<file path="config.mk">
export PLATFORM = sky130hd
export DESIGN_NAME = seg_scan_ctrl
export DESIGN_NICKNAME = d
export VERILOG_FILES = /design/src/rtl/seg_scan_ctrl.sv
export SDC_FILE = /design/constraint.sdc
export NUM_CORES = 1
export LEC_CHECK = 0
export CORE_UTILIZATION = 49
export CTS_CLUSTER_DIAMETER = 100
export CTS_CLUSTER_SIZE = 14
export DETAILED_ROUTE_END_ITERATION = 10
export PLACE_DENSITY = 0.78
export RECOVER_POWER = 50
export SKIP_CTS_REPAIR_TIMING = 1
export SLEW_MARGIN = 5
export SYNTH_ARGS = -nofsm -noshare
export SYNTH_HDL_FRONTEND = slang
export SYNTH_SLANG_ARGS = --single-unit
</file>
<file path="constraint.sdc">
create_clock -name clk -period 3.1 [get_ports clk]
set_clock_uncertainty 0.05 [all_clocks]
set_input_delay 0.465 -clock clk [delete_from_list [all_inputs] [get_ports clk]]
set_output_delay 0.465 -clock clk [all_outputs]
set_load 0.01 [all_outputs]
</file>
<file path="src/rtl/seg_scan_ctrl.sv">
// Eight-digit seven-segment scan controller with per-frame shadowed inputs.
// Define SEG_SCAN_LZB_EN to blank leading-zero digits (digit 0 always shown).
module seg_scan_ctrl #(
  parameter int CLK_DIV = 100000
) (
  input  logic        clk,
  input  logic        rst,
  input  logic [31:0] data,
  input  logic [7:0]  digit_en,
  input  logic [7:0]  dp,
  output logic [2:0]  scan_sel,
  output logic [6:0]  seg,
  output logic        seg_dp,
  output logic        scan_tick
);

  localparam int CW = $clog2(CLK_DIV);
  localparam logic [CW-1:0] CNT_MAX = CW'(CLK_DIV - 1);

  logic [CW-1:0] cnt_q, cnt_d;
  logic [2:0]    sel_q, sel_d;
  logic          tick_q, tick_d;
  logic [6:0]    seg_q, seg_d;
  logic          seg_dp_q, seg_dp_d;
  logic          load_pend_q, load_pend_d;
  logic [31:0]   data_sh_q, data_sh_d;
  logic [7:0]    digit_en_sh_q, digit_en_sh_d;
  logic [7:0]    dp_sh_q, dp_sh_d;
  logic [7:0]    lz_blank;
  logic          slot_end;
  logic [3:0]    nib;
  logic          show;

  function automatic logic [6:0] hex7(input logic [3:0] n);
    logic [6:0] s;
    case (n)
      4'h0: s = 7'h3F;
      4'h1: s = 7'h06;
      4'h2: s = 7'h5B;
      4'h3: s = 7'h4F;
      4'h4: s = 7'h66;
      4'h5: s = 7'h6D;
      4'h6: s = 7'h7D;
      4'h7: s = 7'h07;
      4'h8: s = 7'h7F;
      4'h9: s = 7'h6F;
      4'hA: s = 7'h77;
      4'hB: s = 7'h7C;
      4'hC: s = 7'h39;
      4'hD: s = 7'h5E;
      4'hE: s = 7'h79;
      default: s = 7'h71;
    endcase
    return s;
  endfunction

  // Prescaler, digit index and shadow update
  always_comb begin
    cnt_d         = cnt_q;
    sel_d         = sel_q;
    load_pend_d   = load_pend_q;
    data_sh_d     = data_sh_q;
    digit_en_sh_d = digit_en_sh_q;
    dp_sh_d       = dp_sh_q;
    slot_end      = (cnt_q == CNT_MAX);
    if (slot_end) begin
      cnt_d = '0;
      sel_d = sel_q + 3'd1;
    end else begin
      cnt_d = cnt_q + 1'b1;
    end
    // Loading at the 7->0 advance lets digit 0 of the new frame see the new values
    if (load_pend_q || (slot_end && sel_q == 3'd7)) begin
      data_sh_d     = data;
      digit_en_sh_d = digit_en;
      dp_sh_d       = dp;
      load_pend_d   = 1'b0;
    end
    tick_d = (cnt_d == CNT_MAX);
  end

`ifdef SEG_SCAN_LZB_EN
  assign lz_blank[0] = 1'b0;
  for (genvar gi = 1; gi < 8; gi++) begin : g_lzb
    assign lz_blank[gi] = (data_sh_d[31:4*gi] == '0);
  end
`else
  assign lz_blank = '0;
`endif

  // Output pattern follows the next-state index so it switches together with scan_sel
  always_comb begin
    nib      = data_sh_d[{sel_d, 2'b00} +: 4];
    show     = digit_en_sh_d[sel_d] & ~lz_blank[sel_d];
    seg_d    = show ? hex7(nib) : 7'h00;
    seg_dp_d = show & dp_sh_d[sel_d];
  end

  always_ff @(posedge clk) begin
    if (rst) begin
      cnt_q         <= '0;
      sel_q         <= '0;
      tick_q        <= 1'b0;
      seg_q         <= '0;
      seg_dp_q      <= 1'b0;
      load_pend_q   <= 1'b1;
      data_sh_q     <= '0;
      digit_en_sh_q <= '0;
      dp_sh_q       <= '0;
    end else begin
      cnt_q         <= cnt_d;
      sel_q         <= sel_d;
      tick_q        <= tick_d;
      seg_q         <= seg_d;
      seg_dp_q      <= seg_dp_d;
      load_pend_q   <= load_pend_d;
      data_sh_q     <= data_sh_d;
      digit_en_sh_q <= digit_en_sh_d;
      dp_sh_q       <= dp_sh_d;
    end
  end

  assign scan_sel  = sel_q;
  assign seg       = seg_q;
  assign seg_dp    = seg_dp_q;
  assign scan_tick = tick_q;

endmodule

</file>
==> results.ini, run 1 <==
[sta]
hold_violations = 0
fmax_ghz = 0.322
fin_ws_ps = -4.58
rsz0062_at_grt = yes
setup_viol = 2
finalCritPeriodShare = 1.00
tightest_slew_ps = 495
maxSlewViolCount = 0
slew_headroom = 0.670
holdWs_ps = 404
tns_ps = -5.25
min_period_ps = 3100

[setup_path]
crit_buf_inv = 1
path_max_fanout = 7
ff2ff_setup_slack_ps = -5
path_delay_family = simple AND/OR/NAND/NOR gates
crit_top_cell = mux2i_2
start_kind = flop
end_kind = flop
crit_path_start = cnt_q[1]
r2r_cells = 14
r2r-start = cnt_q[1]
cp_slowest_cell = dfxtp_4
worst_ep_arrival_time_ps = 3330
path_depth = 14
crit_path_end = seg[1]
regToRegEndpoint = seg[1]
cp.required_ps = 3320
worst_path_largest_cell_delay_ps = 380
path_cells = ha_4 -> nand4_4 -> nor4_4 -> buf_6 -> a31o_4 -> mux2i_2 -> nand2_1 -> and3_1 -> a31oi_1 -> mux2i_2 -> ha_2 -> nor2_1 -> a21oi_2 -> a211oi_2
crit_type = flop to flop

[synthesis]
avgSynthCellArea_um2 = 8.44
synth_most_common_cell = nand2_1
ys.flop_type = dfxtp_1
seq_area_frac_synth = 0.399
syn_nets = 524
async_reset_ff_frac = 0
ys_top_cells_by_count = nand2_1, dfxtp_1, nor2_1
synth_warnings = 0
postSynthCellCount = 464
ys_ff_latch = 78
synth_top_area_share = 0.399
synth_edf_count = 0
synth_top_area_cell = dfxtp_1
synth.distinct_cells = 52
synth.area.top_cells = dfxtp_1, mux2i_1, nand2_1
syn_area_um2 = 3920

[place]
gp_routability_congestion = 0.889
io_buffers = 61
pre_cts_slack_ps = -108
hpwl_mm = 6.27

[global_route]
grt_pass1_wl_mm = 14.8
grt_pass1_vias = 3123
antenna_found_initial = 0
grt.total_usage = 0.223
grt_overflow = 0
grt_max_degree = 36

[power_and_ir_drop]
cellLeakagePower_nw = 2.12
comb_power_share = 0.147
p_switching_w = 0.000549
seqPwrFrac = 0.478
p_per_area_nw_per_um2 = 439
p_int_w = 0.00169
p_clk_frac = 0.375
worst_ir_drop_vdd_mv = 0.254
swShare = 0.245

[run_status]
violations = negative setup slack
status = finished, violations left

[clock_tree]
numCtsBuffers = 9
htreeDepth = 3
clock-sinks = 78
clockBufferDepth = 2
clk_pin_slew_ps = 80
ctsRootBufferMaster = clkbuf_8
insertion_delay_ps = 340
cts_tree = built

[floorplan]
fp.dieH_um = 91.4
core-area_um2 = 7730
die-area_um2 = 8350
fp.dieW_um = 91.4
num_rows = 32
initial_core_util = 0.507
ios = 62

[layout]
area_growth_syn_to_layout_pct = 30.5
n_antenna_cell = 0
finalNetCount = 598
drive_above_1_share = 0.155

[route]
drt-initial-drc-count = 183
viasPerCell = 5.35
drtAntennaViolNets = 0
drc_errors = 0
detail_route.wl_per_cell_um = 14.8
drt-total-wl_mm = 9.53
first_pass_iters = 5
vias = 3449

[worst_hold_path]
min_path_type = flop to flop

[flow_run]
cap_violations = 0

-- per-layer routing --
layer / share of wire / GRT usage / vias to the layer above / routed length, µm
met4: 0.024 / 0.0741 / 0 / 229
met1: 0.44 / 0.286 / 1602 / 4190
met2: 0.48 / 0.371 / 120 / 4570
met5: 0 / 0 / - / 0
li1: - / - / 1706 / -
met3: 0.057 / 0.0477 / 21 / 544
-- final cells by class --
class | count | area (µm²)
Fill cell | 591 | 2620
Tap cell | 102 | 128
Timing Repair Buffer | 91 | 876
Clock inverter | 4 | 70.1
Inverter | 9 | 33.8
Multi-Input combinational cell | 349 | 2290
Clock buffer | 12 | 145
Sequential cell | 78 | 1570
-- power groups by stage --
stage,combinational (W),clock [W],sequential [W]
CTS,0.000303,0.000848,0.00107
detailed placement,0.000300,0,0.00109
global route,0.000360,0.000889,0.00107
global placement,0.000293,0,0.00109
finish,0.000330,0.000841,0.00107
floorplan,0.000176,0,0.00109
-- per-stage QoR --
stage / cells / utilization / total power, W / instance area [µm²]
finish: 645 / 0.661 / 0.00224 / 5110
global route: 645 / 0.661 / 0.00232 / 5110
CTS: 638 / 0.633 / 0.00222 / 4890
detailed placement: 622 / 0.605 / 0.00139 / 4680
global placement: 622 / 0.605 / 0.00138 / 4680
floorplan: 464 / - / 0.00127 / 3920
-- logic make-up (layout without fill, tap and decap cells) --
logic type / after synthesis / in the layout / synth area share
AND/OR/NAND/NOR: 224 / 224 / 0.252
flip-flops: 78 / 78 / 0.399
AO/OA/AOI/OAI: 49 / 49 / 0.0904
multiplexers: 49 / 49 / 0.132
buffers and inverters: 37 / 116 / 0.0499
XOR/XNOR: 17 / 17 / 0.0447
adder cells (fa/ha/maj): 10 / 10 / 0.0320
-- worst min path at each step --
stage | from | end | cells after the start | slack [ps]
floorplan | digit_en_sh_q[0] | digit_en_sh_q[0] | 2 | 380
global route | dp_sh_q[7] | dp_sh_q[7] | 2 | 420
detailed placement | dp_sh_q[0] | dp_sh_q[0] | 2 | 390
finish | dp_sh_q[0] | dp_sh_q[0] | 2 | 400
CTS | dp_sh_q[0] | dp_sh_q[0] | 2 | 400
global placement | dp_sh_q[0] | dp_sh_q[0] | 2 | 390
-- worst register-to-register path: stages (launching register included) --
cell and delay, ps:
dfxtp_4 380, ha_4 150, nand4_4 120, nor4_4 280, buf_6 180, a31o_4 250
mux2i_2 260, nand2_1 90, and3_1 180, a31oi_1 230, mux2i_2 190, ha_2 260
nor2_1 150, a21oi_2 60, a211oi_2 210
-- registers in the layout, indices dropped and copies added, names as in the netlist --
register	count
scan_tick	1
cnt_q	17
digit_en_sh_q	8
data_sh_q	32
seg	7
load_pend_q	1
scan_sel	3
dp_sh_q	8
seg_dp	1
-- cell usage in the layout (no fill, tap or decap), types with 2 or more instances in the layout --
| cell | instances |
|---|---|
| a211oi_2 | 2 |
| a21oi_1 | 22 |
| a311oi_1 | 4 |
| a31oi_1 | 4 |
| and3_1 | 4 |
| buf_12 | 3 |
| buf_4 | 25 |
| buf_6 | 2 |
| bufinv_16 | 2 |
| clkbuf_1 | 2 |
| clkbuf_8 | 10 |
| clkdlybuf4s50_1 | 60 |
| clkinv_2 | 2 |
| dfxtp_1 | 76 |
| ha_1 | 6 |
| ha_2 | 3 |
| inv_1 | 8 |
| mux2_4 | 3 |
| mux2i_1 | 36 |
| mux2i_2 | 6 |
| mux2i_4 | 3 |
| nand2_1 | 98 |
| nand2b_1 | 3 |
| nand3_1 | 26 |
| nand4_1 | 8 |
| nor2_1 | 67 |
| nor2_2 | 2 |
| nor3_1 | 3 |
| o21ai_0 | 4 |
| o21ai_1 | 2 |
| or3_1 | 2 |
| xnor2_1 | 6 |
| xor2_1 | 9 |
No activity file was read; power rests on OpenSTA's default activity.
==> run 2, diff against run 1 <==
- CELL_PAD_IN_SITES_DETAIL_PLACEMENT: not set -> 2
- CELL_PAD_IN_SITES_GLOBAL_PLACEMENT: not set -> 2
- CORE_UTILIZATION: 49 -> 32
- PLACE_DENSITY: 0.78 -> 0.81
- clock period: 3.1 -> 3.43 ns (I/O delays scaled with it)
==> run 2 against run 1 <==
Against the previous run:
- the run ends with max-capacitance violations, max-slew violations left
- critical path depth did not move
- combinational power fell by 13%
- global-route usage fell by 2.5 points
==> results.ini, run 2 (synthesized netlist as in run 1, its figures left out) <==
[run_status]
status = finished, violations left
violations = max-capacitance violations, max-slew violations

[setup_path]
start_kind = flop
crit_type = flop to flop
crit_top_cell = buf_4
cp.required_ps = 3600
crit_buf_inv = 3
regToRegEndpoint = seg[5]
worst_path_largest_cell_delay_ps = 460
worst_ep_arrival_time_ps = 3450
path_max_fanout = 11
ff2ff_setup_slack_ps = 150
r2r-start = cnt_q[0]
r2r_cells = 14
path_delay_family = simple AND/OR/NAND/NOR gates
cp_slowest_cell = a31oi_4
crit_path_start = cnt_q[0]
path_cells = ha_4 -> nand4_2 -> nor4_4 -> buf_4 -> a31oi_4 -> buf_4 -> mux2i_1 -> nand2_1 -> nand4_1 -> nand4_1 -> buf_4 -> or2_0 -> a21oi_1 -> a211oi_1
end_kind = flop

[layout]
n_antenna_cell = 0
fin_util = 0.416
largest_reg_flops = 32
multi_input_area_um2 = 2210
drive_above_1_share = 0.102
fin_cells = 674
layout_commonest_cell = nand2_1
top_register = data_sh_q
finalNetCount = 585
seq_area_um2 = 1560
area_growth_syn_to_layout_pct = 27.1
final_cell_mix = nand2_1, dfxtp_1, nor2_1
top_regs = data_sh_q (32), cnt_q (17)
fill_cells = 1333

[floorplan]
ios = 62
fp.dieW_um = 113
fp.dieH_um = 113
num_rows = 40
core-area_um2 = 12000
die-area_um2 = 12700
initial_core_util = 0.327

[worst_hold_path]
holdPathEnd = digit_en_sh_q[0]
min_path_type = flop to flop
hp-start = digit_en_sh_q[0]
whs_path_depth = 2

[power_and_ir_drop]
totalPowerFinal_w = 0.00210
comb_power_share = 0.136
p_per_area_nw_per_um2 = 422
p_clk_frac = 0.403
cellLeakagePower_nw = 2.11
p_int_w = 0.00156
worst_ir_drop_vdd_mv = 0.179
swShare = 0.257
p_switching_w = 0.000540
seqPwrFrac = 0.461

[global_route]
use_met3 = 0.0351
grt_overflow = 0
grt.total_usage = 0.198
use_met2 = 0.354
grt_pass1_vias = 3814
antenna_found_initial = 0
grt_max_degree = 44
grt_most_used_layer = met2
grt_use_met1 = 0.237
grt_pass1_wl_mm = 19.4

[route]
viasPerCell = 5.17
drtAntennaViolNets = 0
first_pass_iters = 4
drt-initial-drc-count = 118
detail_route.wl_per_cell_um = 17.8
drt-total-wl_mm = 12.0
drc_errors = 0
vias = 3487

[clock_tree]
numCtsBuffers = 9
ctsRootBufferMaster = clkbuf_16
cts_tree = built
insertion_delay_ps = 350
htreeDepth = 3
clockBufferDepth = 2
clk_pin_slew_ps = 60
clock-sinks = 78

[place]
hpwl_mm = 8.53
gp_routability_congestion = 0.780
dp_cells = 659
io_buffers = 61

[sta]
slew_headroom = -0.338
min_period_ps = 3280
tightest_slew_ps = 2010
tns_ps = 0
setup_viol = 0
finalCritPeriodShare = 0.956
fmax_ghz = 0.305
holdWs_ps = 405
maxSlewViolCount = 44
hold_violations = 0

[flow_run]
cap_violations = 1

run 2: cell types whose count changed in the layout (fill, tap and decap cells not counted), sizes merged:
cell / change
buf: -15
clkdlybuf4s50: -11
bufinv: -2
clkinv: +1
dlygate4sd3: +11
run 2: worst max-delay path by stage:
stage          endpoint  cells past startpoint  slack, ps
2_1_floorplan    seg[5]                     13        160
3_3_place_gp     seg[5]                     13        130
3_5_place_dp     seg[0]                     14       -100
4_1_cts          seg[0]                     14       -120
5_1_grt          seg[5]                     14        -70
6_report         seg[5]                     14        150
run 2: power by group through the flow:
stage | registers [W] | logic (W) | clock network [W]
2_1_floorplan | 0.000986 | 0.000158 | 0
3_5_place_dp | 0.000987 | 0.000283 | 0
6_report | 0.000969 | 0.000286 | 0.000847
4_1_cts | 0.000968 | 0.000287 | 0.000864
5_1_grt | 0.000973 | 0.000316 | 0.000906
3_3_place_gp | 0.000984 | 0.000269 | 0
run 2: area by class of cell:
cell class / count / share of cell area
Clock buffer: 10 / 0.0460
Clock inverter: 3 / 0.00302
Inverter: 9 / 0.00679
Multi-Input combinational cell: 349 / 0.444
Sequential cell: 78 / 0.314
Tap cell: 147 / 0.0370
Timing Repair Buffer: 78 / 0.149
run 2: stage by stage:
stage	setup WS, ps	instance area [µm²]
after floorplan	159	3920
final	152	4980
after CTS	-118	4900
after global placement	134	4660
after detailed placement	-103	4660
after global routing	-65.5	4980
run 2: tightest hold or removal path: stages, from the launching register on:
cell and delay [ps]:
dfxtp_1 310, nand2_1 50, a21oi_1 50
run 2: per-layer routing:
layer	vias to the layer above	share of wire
met3	10	0.033
met4	0	0.012
met5	-	0
met1	1739	0.43
li1	1685	-
met2	53	0.52
